## config.mk

```make
export PLATFORM = sky130hd
export DESIGN_NAME = seg7_display_arb
export DESIGN_NICKNAME = d
export VERILOG_FILES = /design/src/rtl/seg7_pkg.sv /design/src/rtl/seg7_display_arb_rr_pick.sv /design/src/rtl/seg7_display_arb.sv
export SDC_FILE = /design/constraint.sdc
export NUM_CORES = 1
export LEC_CHECK = 0
export BUFFER_PORTS_ARGS = -buffer_cell sky130_fd_sc_hd__buf_4
export CAP_MARGIN = 40
export CORE_MARGIN = 4
export CORE_UTILIZATION = 53
export DETAILED_ROUTE_END_ITERATION = 16
export PLACE_DENSITY = 0.81
export RECOVER_POWER = 50
export SLEW_MARGIN = 30
export SYNTH_ARGS = -nofsm -noshare
export SYNTH_HDL_FRONTEND = slang
export SYNTH_SLANG_ARGS = --single-unit
```

## constraint.sdc

```tcl
create_clock -name clk -period 2.6 [get_ports clk]
set_input_delay 0.52 -clock clk [delete_from_list [all_inputs] [get_ports clk]]
set_output_delay 0.52 -clock clk [all_outputs]
set_load 0.02 [all_outputs]
```

## src/rtl/seg7_pkg.sv

```systemverilog
// seg7_pkg: shared state encoding, display width and index helper for the display arbiter
package seg7_pkg;
    typedef enum logic [1:0] {IDLE = 2'd0, OWN = 2'd1, LINGER = 2'd2} state_t;
    localparam int BITS_W = 16;
    function automatic logic [2:0] wrap_inc(input logic [2:0] i, input int n);
        return (int'(i) == n - 1) ? 3'd0 : i + 3'd1;
    endfunction
endpackage

```

## src/rtl/seg7_display_arb_rr_pick.sv

```systemverilog
// rr_pick: combinational round-robin picker, first set req at or after rr_ptr (mod N_REQ)
module rr_pick import seg7_pkg::*; #(
    parameter int N_REQ = 4
) (
    input  logic [N_REQ-1:0] req,
    input  logic [2:0]       rr_ptr,
    output logic [2:0]       idx,
    output logic             any
);
    logic [7:0] req_x;
    logic [2:0] j;
    assign req_x = 8'(req);
    assign any = |req;
    // scan farthest offset first so the closest match to rr_ptr overwrites last
    always_comb begin
        idx = '0;
        j = '0;
        for (int k = N_REQ - 1; k >= 0; k--) begin
            j = 3'((int'(rr_ptr) + k) % N_REQ);
            if (req_x[j]) idx = j;
        end
    end
endmodule

```

## src/rtl/seg7_display_arb.sv

```systemverilog
// seg7_display_arb: round-robin owner of the shared 4-digit display with minimum hold and quantum
module seg7_display_arb import seg7_pkg::*; #(
    parameter int N_REQ    = 4,
    parameter int MIN_HOLD = 50_000_000,
    parameter int QUANTUM  = 200_000_000
) (
    input  logic                    clk,
    input  logic                    rst,
    input  logic [N_REQ-1:0]        req,
    input  logic [BITS_W*N_REQ-1:0] data,
    output logic [N_REQ-1:0]        gnt,
    output logic [BITS_W-1:0]       bits_out,
    output logic [2:0]              owner,
    output logic                    busy
);
    localparam int CW = $clog2(QUANTUM + 1);
    localparam logic [CW-1:0] MIN_M1  = CW'(MIN_HOLD - 1);
    localparam logic [CW-1:0] QNT_M1  = CW'(QUANTUM - 1);
    localparam logic [CW-1:0] CNT_MAX = CW'(QUANTUM);

    state_t             state_q, state_d;
    logic [N_REQ-1:0]   gnt_q, gnt_d, win_gnt, own_gnt;
    logic [BITS_W-1:0]  bits_q, bits_d;
    logic [2:0]         owner_q, owner_d, rr_ptr_q, rr_ptr_d, win;
    logic [CW-1:0]      cnt_q, cnt_d, cnt_inc;
    logic [BITS_W-1:0]  dv [8];
    logic [7:0]         req_x;
    logic               any, own_req, others, rel;

    rr_pick #(.N_REQ(N_REQ)) u_pick (
        .req    (req),
        .rr_ptr (rr_ptr_q),
        .idx    (win),
        .any    (any)
    );

    for (genvar g = 0; g < 8; g++) begin : g_dv
        if (g < N_REQ) begin : g_on
            assign dv[g] = data[BITS_W*g +: BITS_W];
        end else begin : g_off
            assign dv[g] = '0;
        end
    end

    assign req_x   = 8'(req);
    assign own_req = req_x[owner_q];
    assign others  = |(req & ~gnt_q);
    assign cnt_inc = (cnt_q == CNT_MAX) ? cnt_q : cnt_q + 1'b1;

    always_comb begin
        win_gnt = '0;
        own_gnt = '0;
        for (int i = 0; i < N_REQ; i++) begin
            win_gnt[i] = (3'(i) == win);
            own_gnt[i] = (3'(i) == owner_q);
        end
    end

    always_comb begin
        state_d  = state_q;
        gnt_d    = gnt_q;
        bits_d   = bits_q;
        owner_d  = owner_q;
        rr_ptr_d = rr_ptr_q;
        cnt_d    = cnt_q;
        rel      = 1'b0;
        case (state_q)
            IDLE: if (any) begin
                owner_d = win;
                gnt_d   = win_gnt;
                cnt_d   = '0;
                state_d = OWN;
            end
            OWN: begin
                bits_d = dv[owner_q];
                cnt_d  = cnt_inc;
                if (!own_req && cnt_q >= MIN_M1) rel = 1'b1;
                else if (!own_req) begin
                    state_d = LINGER;
                    gnt_d   = '0;
                end else if (others && cnt_q >= QNT_M1) rel = 1'b1;
            end
            LINGER: begin
                cnt_d = cnt_inc;
                if (own_req) begin
                    state_d = OWN;
                    gnt_d   = own_gnt;
                end else if (cnt_q >= MIN_M1) rel = 1'b1;
            end
            default: state_d = IDLE;
        endcase
        if (rel) begin
            gnt_d    = '0;
            rr_ptr_d = wrap_inc(owner_q, N_REQ);
            state_d  = IDLE;
        end
    end

    always_ff @(posedge clk or negedge rst) begin
        if (!rst) begin
            state_q  <= IDLE;
            gnt_q    <= '0;
            bits_q   <= '0;
            owner_q  <= '0;
            rr_ptr_q <= '0;
            cnt_q    <= '0;
        end else begin
            state_q  <= state_d;
            gnt_q    <= gnt_d;
            bits_q   <= bits_d;
            owner_q  <= owner_d;
            rr_ptr_q <= rr_ptr_d;
            cnt_q    <= cnt_d;
        end
    end

    assign gnt      = gnt_q;
    assign bits_out = bits_q;
    assign owner    = owner_q;
    assign busy     = (state_q != IDLE);
endmodule

```

==> results of run 1 <==
## metrics by stage
stage | setup WS, ps | hold WS, ps | util, % | total power [mW] | std cells
after floorplan | 494.0 | 224.4 | - | 2.629 | 323
after global placement | 230.8 | 491.7 | 66.69 | 3.296 | 486
after detailed placement | 184.2 | 497.8 | 66.73 | 3.370 | 486
after CTS | 187.2 | 255.8 | 68.09 | 3.835 | 494
after global routing | 67.33 | 533.1 | 67.48 | 4.003 | 495
final | 267.1 | 491.0 | 67.48 | 3.717 | 495
## power groups by stage
| stage | combinational (mW) | clock [mW] | sequential, mW |
|---|---|---|---|
| floorplan | 1.22 | 0 | 1.41 |
| global placement | 2.09 | 0 | 1.20 |
| detailed placement | 2.15 | 0 | 1.22 |
| CTS | 2.15 | 0.479 | 1.20 |
| global route | 2.25 | 0.518 | 1.23 |
| finish | 2.06 | 0.457 | 1.20 |
## cell families (layout without fill, tap and decap cells)
group                      count (synthesis)  count (layout)  synth area share (%)
xor gates and xnor gates                  13              13                 3.326
other                                      1               1                0.1095
DFF                                       54              54                 39.47
adders and majority gates                  8               8                 2.924
muxes                                     41              41                 18.93
buffers and inverters                     30             125                 3.874
and+or+nand+nor                          123             123                 20.29
AOI/OAI and AO/OA                         53              53                 11.07
## path summary, 6_finish.rpt
path	startpoint	endpoint	slack, ps	cells after the start
setup / recovery	cnt_q[10]$_DFFE_PN0P_	cnt_q[3]$_DFFE_PN0P_	270	7
hold reg to reg	bits_out[14]$_DFFE_PN0P_	bits_out[14]$_DFFE_PN0P_	520	1
setup reg to reg	cnt_q[10]$_DFFE_PN0P_	cnt_q[3]$_DFFE_PN0P_	270	7
max in group asynchronous	rst	rr_ptr_q[1]$_DFFE_PN0P_	1330	1
min in group clk	bits_out[14]$_DFFE_PN0P_	bits_out[14]$_DFFE_PN0P_	520	1
hold / removal	rst	cnt_q[14]$_DFFE_PN0P_	490	1
## per-layer routing
layer  share of wire [%]  track usage, %  vias up  wire, um
li1                    -               -     1403         -
met1                  39           28.43     1405      3291
met2                  50           40.38      123      4180
met3                  10           4.562       11       883
met4                0.97           5.357        0        82
met5                   0               0        -         0
## area by class of cell
cell class,instances,area (um2),area share [%]
clock buffer,6,72.57,1.703
clock inverter,2,13.76,0.3231
inverter,16,60.06,1.410
multi-input combinational,239,1942,45.58
sequential,54,1351,31.72
tap,77,96.34,2.261
timing repair buffer,101,724.4,17.00
## layout by cell type, fill, tap and decap left out, types with 3 or more instances in the layout
cell type,n
xnor2_1,5
o31ai_1,4
nand2_1,28
clkbuf_8,5
nand2b_1,4
buf_4,87
clkbuf_1,12
nand3_1,10
xor2_1,8
mux2_2,20
nor4bb_1,3
mux4_2,17
nor2_1,19
o21ai_1,3
o21ai_0,7
ha_1,8
dfrtp_1,54
o221ai_1,6
nor4_1,9
nor3_1,4
inv_1,16
or4_1,3
and3_2,4
mux2i_1,4
nand3b_1,6
or3_1,3
and3_1,12
and2_1,3
nand4_1,3
a21oi_1,12
## registers in the layout, indices dropped and copies added (netlist names)
signal	flops
state_q	2
cnt_q	28
gnt	4
rr_ptr_q	2
bits_out	16
owner	2
## worst max-delay path, stage by stage (launching register included)
cell,delay (ps)
dfrtp_1,450
or4_4,560
nor4_1,270
and4_1,300
nand2b_1,250
buf_12,180
or3_1,110
a21oi_1,60
==> results.yml, run 1 <==
run_status:
  status: "finished clean"
clock_network:
  cts_tree: "built"
  cts_root_buffer: "clkbuf_8"
  cts-buffers-inserted: 5
  cts_hold_buf: 0
  clockBufferDepth: 2
  cts.repair.resized: 0
  clkLatencyLatePin_ps: 310
  clock_sinks: 54
  clkTransAtPathRegs_ps: 90
  post-cts-setup-buffers: 0
  htreeDepth: 2
power:
  power_switching_mw: 1.562
  max-vdd-ir-drop_v: 0.0006044
  p_int_mw: 2.154
  power_frac_comb_pct: 55.3
  clkPwrFrac_pct: 12.3
  powerDensity_mw_per_mm2: 872.4
  leakagePower_nw: 1.905
  switching_share_pct: 42.04
  seqPwrFrac_pct: 32.4
finish:
  layout-drive-gt1-share_pct: 35.41
  antennaDiodeCount: 0
  finish.net_count: 495
  postLayoutCellArea_mm2: 0.004260
  fillers: 501
  syn_to_final_growth_pct: 24.45
floorplan:
  coreArea_mm2: 0.006314
  initial_core_util_pct: 54.22
  die_y_um: 88.37
  io_pins: 94
  die_x_um: 88.37
  rows: 29
  dieArea_mm2: 0.007809
synthesis:
  synth_edf_count: 0
  synth_top_area_cell: "dfrtp_1"
  synth_commonest_cells: "dfrtp_1, nand2_1, mux2_2, nor2_1, mux4_2"
  synth_area_leaders: "dfrtp_1, mux4_2, mux2_2"
  synth_top_area_share_pct: 39.47
  netlist_area_mm2: 0.003423
  synth_most_common_cell: "dfrtp_1"
  yosysSeqAreaShare_pct: 39.47
  ys.flop_type: "dfrtp_1"
  yosys_warnings: 0
  syn_nets: 401
  syn_area_per_cell_um2: 10.60
  yosys_register_bits: 54
  synthArstFlopShare_pct: 100.0
  synthDistinctLibCells: 60
  netlist_instances: 323
placement:
  placed_area_mm2: 0.004213
  io_buffers: 92
  dpl.hpwl_um: 6436
  place_congestion: 0.8385
sta:
  setup-violations-final: 0
  period_needed_ps: 2333
  fin_setup_tns_ps: 0
  clock.fmax_mhz: 428.6
  slew_viol_final: 0
  fin_crit_sh_pct: 89.73
  clock_skew_ps: 8.766
  finalHoldViolCount: 0
  slew_headroom_pct: 12.96
  worst_pin_slew_ps: 1306
  rsz0062_at_grt: "no"
global_route:
  grt.total_usage_pct: 22.69
  overflow: 0
  grt_max_degree: 55
  first_global_vias: 2995
  grt_pass1_wl_um: 14080
  antenna_found_initial: 0
routing:
  drt_iter0_markers: 104
  dr.pass1.iters: 4
  ant_nets: 0
  vias_per_cell: 5.943
  dr_total_vias: 2942
  wl_per_cell_um: 17.05
  drt-total-wl_um: 8438
  drc: 0
setup_path:
  path_max_fanout: 19
  crit_required_ps: 2750
  worst-setup-path-type: "reg -> reg"
  end_kind: "register"
  worstSetupStartpointType: "register"
  arrival_ps: 2490
hold_path:
  hold_class: "in -> async"
flow_run:
  cap_violations: 0
Power figures use the tool's default switching activity.
==> run 2: changes to the inputs <==
- ABC_AREA: not set -> 1
- CORE_UTILIZATION: 53 -> 55
==> results.yml, run 2 <==
setup_path:
  slowest_stage: "inv_2"
  path_max_fanout: 39
  worstSetupStartpointType: "register"
  worst-setup-path-type: "reg -> reg"
  arrival_ps: 2460
  end_kind: "register"
  r2r_cells: 7
  worstPathCellList: "inv_1 -> ha_1 -> nand4_1 -> nor4b_4 -> a21oi_4 -> inv_2 -> o21ai_0"
  cp_slowest_stage_delay_ps: 510
  crit_required_ps: 2770
routing:
  drt_iter0_markers: 331
  wl_per_cell_um: 14.10
  drt-total-wl_um: 11580
  vias_per_cell: 5.435
  ant_nets: 0
  drc: 0
  dr.pass1.iters: 6
  dr_total_vias: 4462
finish:
  final_cell_mix: "nand2_1, nor2_1, buf_4, o21ai_0, dfrtp_1"
  antennaDiodeCount: 0
  postLayoutCellArea_mm2: 0.004878
  largest_register: "cnt_q"
  finish.net_count: 800
  syn_to_final_growth_pct: 17.62
  layout-drive-gt1-share_pct: 16.76
  largest_reg_flops: 28
  final_util_pct: 66.90
  layout_commonest_cell: "nand2_1"
floorplan:
  io_pins: 94
  die_x_um: 94.84
  rows: 31
  initial_core_util_pct: 56.88
  coreArea_mm2: 0.007292
  dieArea_mm2: 0.008995
  die_y_um: 94.84
sta:
  clock.fmax_mhz: 436.5
  rsz0062_at_grt: "no"
  slew_headroom_pct: 9.067
  worst_pin_slew_ps: 1364
  fin_crit_sh_pct: 88.12
  period_needed_ps: 2291
  finalHoldViolCount: 0
  clock_skew_ps: 3.718
  slew_viol_final: 0
  fin_setup_tns_ps: 0
  setup-violations-final: 0
synthesis:
  netlist_area_mm2: 0.004148
  syn_area_per_cell_um2: 6.411
  synth_top_area_share_pct: 32.58
  yosys_warnings: 0
  synth_area_leaders: "dfrtp_1, nand2_1, nor2_1"
  synthDistinctLibCells: 41
  netlist_instances: 647
  yosysSeqAreaShare_pct: 32.58
  synth_commonest_cells: "nand2_1, nor2_1, o21ai_0"
  syn_nets: 725
  synthArstFlopShare_pct: 100.0
  synth_edf_count: 0
  ys.flop_type: "dfrtp_1"
  synth_top_area_cell: "dfrtp_1"
  synth_most_common_cell: "nand2_1"
  yosys_register_bits: 54
flow_run:
  cap_violations: 0
clock_network:
  clkTransAtPathRegs_ps: 100
  cts_hold_buf: 0
  clock_sinks: 54
  htreeDepth: 2
  cts.repair.resized: 0
  cts-buffers-inserted: 5
  cts_root_buffer: "clkbuf_8"
  clkLatencyLatePin_ps: 310
  cts_tree: "built"
  post-cts-setup-buffers: 0
  clockBufferDepth: 2
global_route:
  grt_pass1_wl_um: 19220
  grt_max_degree: 55
  first_global_vias: 4207
  antenna_found_initial: 0
  overflow: 0
  grt.total_usage_pct: 26.67
power:
  leakagePower_nw: 2.332
  powerDensity_mw_per_mm2: 800.7
  max-vdd-ir-drop_v: 0.0004409
hold_path:
  hold_class: "in -> async"
placement:
  dpl.hpwl_um: 8888
  io_buffers: 92
  placed_area_mm2: 0.004842
  place_congestion: 0.9904
run_status:
  status: "finished clean"
run 2: cell count changes in the layout (fill, tap and decap cells not counted), moves of 9 or more:
cell / previous run / this run
nand2_1: 28 / 172
nor2_1: 19 / 124
o21ai_0: 7 / 59
nand3_1: 10 / 53
inv_1: 16 / 52
mux2_2: 20 / 0
mux4_2: 17 / 0
a31oi_1: 1 / 17
and3_1: 12 / 0
nor3_1: 4 / 13
nor4_1: 9 / 0
run 2: worst paths after layout:
check,startpoint,end,slack (ps)
setup / recovery,cnt_q[0]$_DFFE_PN0P_,cnt_q[3]$_DFFE_PN0P_,310
hold / removal,rst,cnt_q[18]$_DFFE_PN0P_,500
setup reg to reg,cnt_q[0]$_DFFE_PN0P_,cnt_q[3]$_DFFE_PN0P_,310
hold reg to reg,gnt[0]$_DFFE_PN0P_,gnt[0]$_DFFE_PN0P_,540
max in group asynchronous,rst,bits_out[4]$_DFFE_PN0P_,1270
min in group clk,data[23],bits_out[7]$_DFFE_PN0P_,500
run 2: cell type report:
type,count,area [um2]
Timing Repair Buffer,97,684.4
Inverter,58,222.7
Fill cell,720,2414
Sequential cell,54,1351
Clock buffer,6,72.57
Tap cell,99,123.9
Multi-Input combinational cell,506,2416
Clock inverter,1,7.507
run 2: logic make-up after synthesis:
logic type,share of synthesized area [%]
compound gates,13.15
buf+inv,9.170
flops,32.58
simple gates,40.90
xor+xnor,1.689
other cells,0.09041
fa+ha+maj,2.413
run 2: per-stage QoR:
stage / power (mW) / setup WS [ps] / hold slack, ps / std cells
floorplan: 2.810 / 837.3 / 224.4 / 647
global placement: 3.461 / 385.4 / 526.8 / 814
detailed placement: 3.538 / 294.6 / 510.9 / 814
CTS: 4.009 / 281.2 / 262.1 / 821
global route: 4.247 / 88.17 / 493.9 / 821
finish: 3.906 / 308.8 / 498.5 / 821
run 2: report_power, final:
group | internal (mW) | switching, mW | total [mW]
Combinational | 0.727 | 1.51 | 2.24
Clock | 0.186 | 0.283 | 0.469
Sequential | 1.04 | 0.153 | 1.20
run 2: per-layer routing:
metal	routed length [um]	vias to the layer above	part of all wire [%]	track usage, %
met3	900	22	7.8	5.737
met4	194	0	1.7	7.091
li1	-	2230	-	-
met5	0	-	0	0
met1	4876	1993	42	35.58
met2	5605	217	48	43.81
run 2: worst max-delay path: cells and delay by family, from the launching register on:
kind / cells / cell delay [ps]
adders and majority gates: 1 / 190
AOI/OAI and AO/OA: 2 / 360
and+or+nand+nor: 2 / 470
DFF: 1 / 410
buffers and inverters: 2 / 710
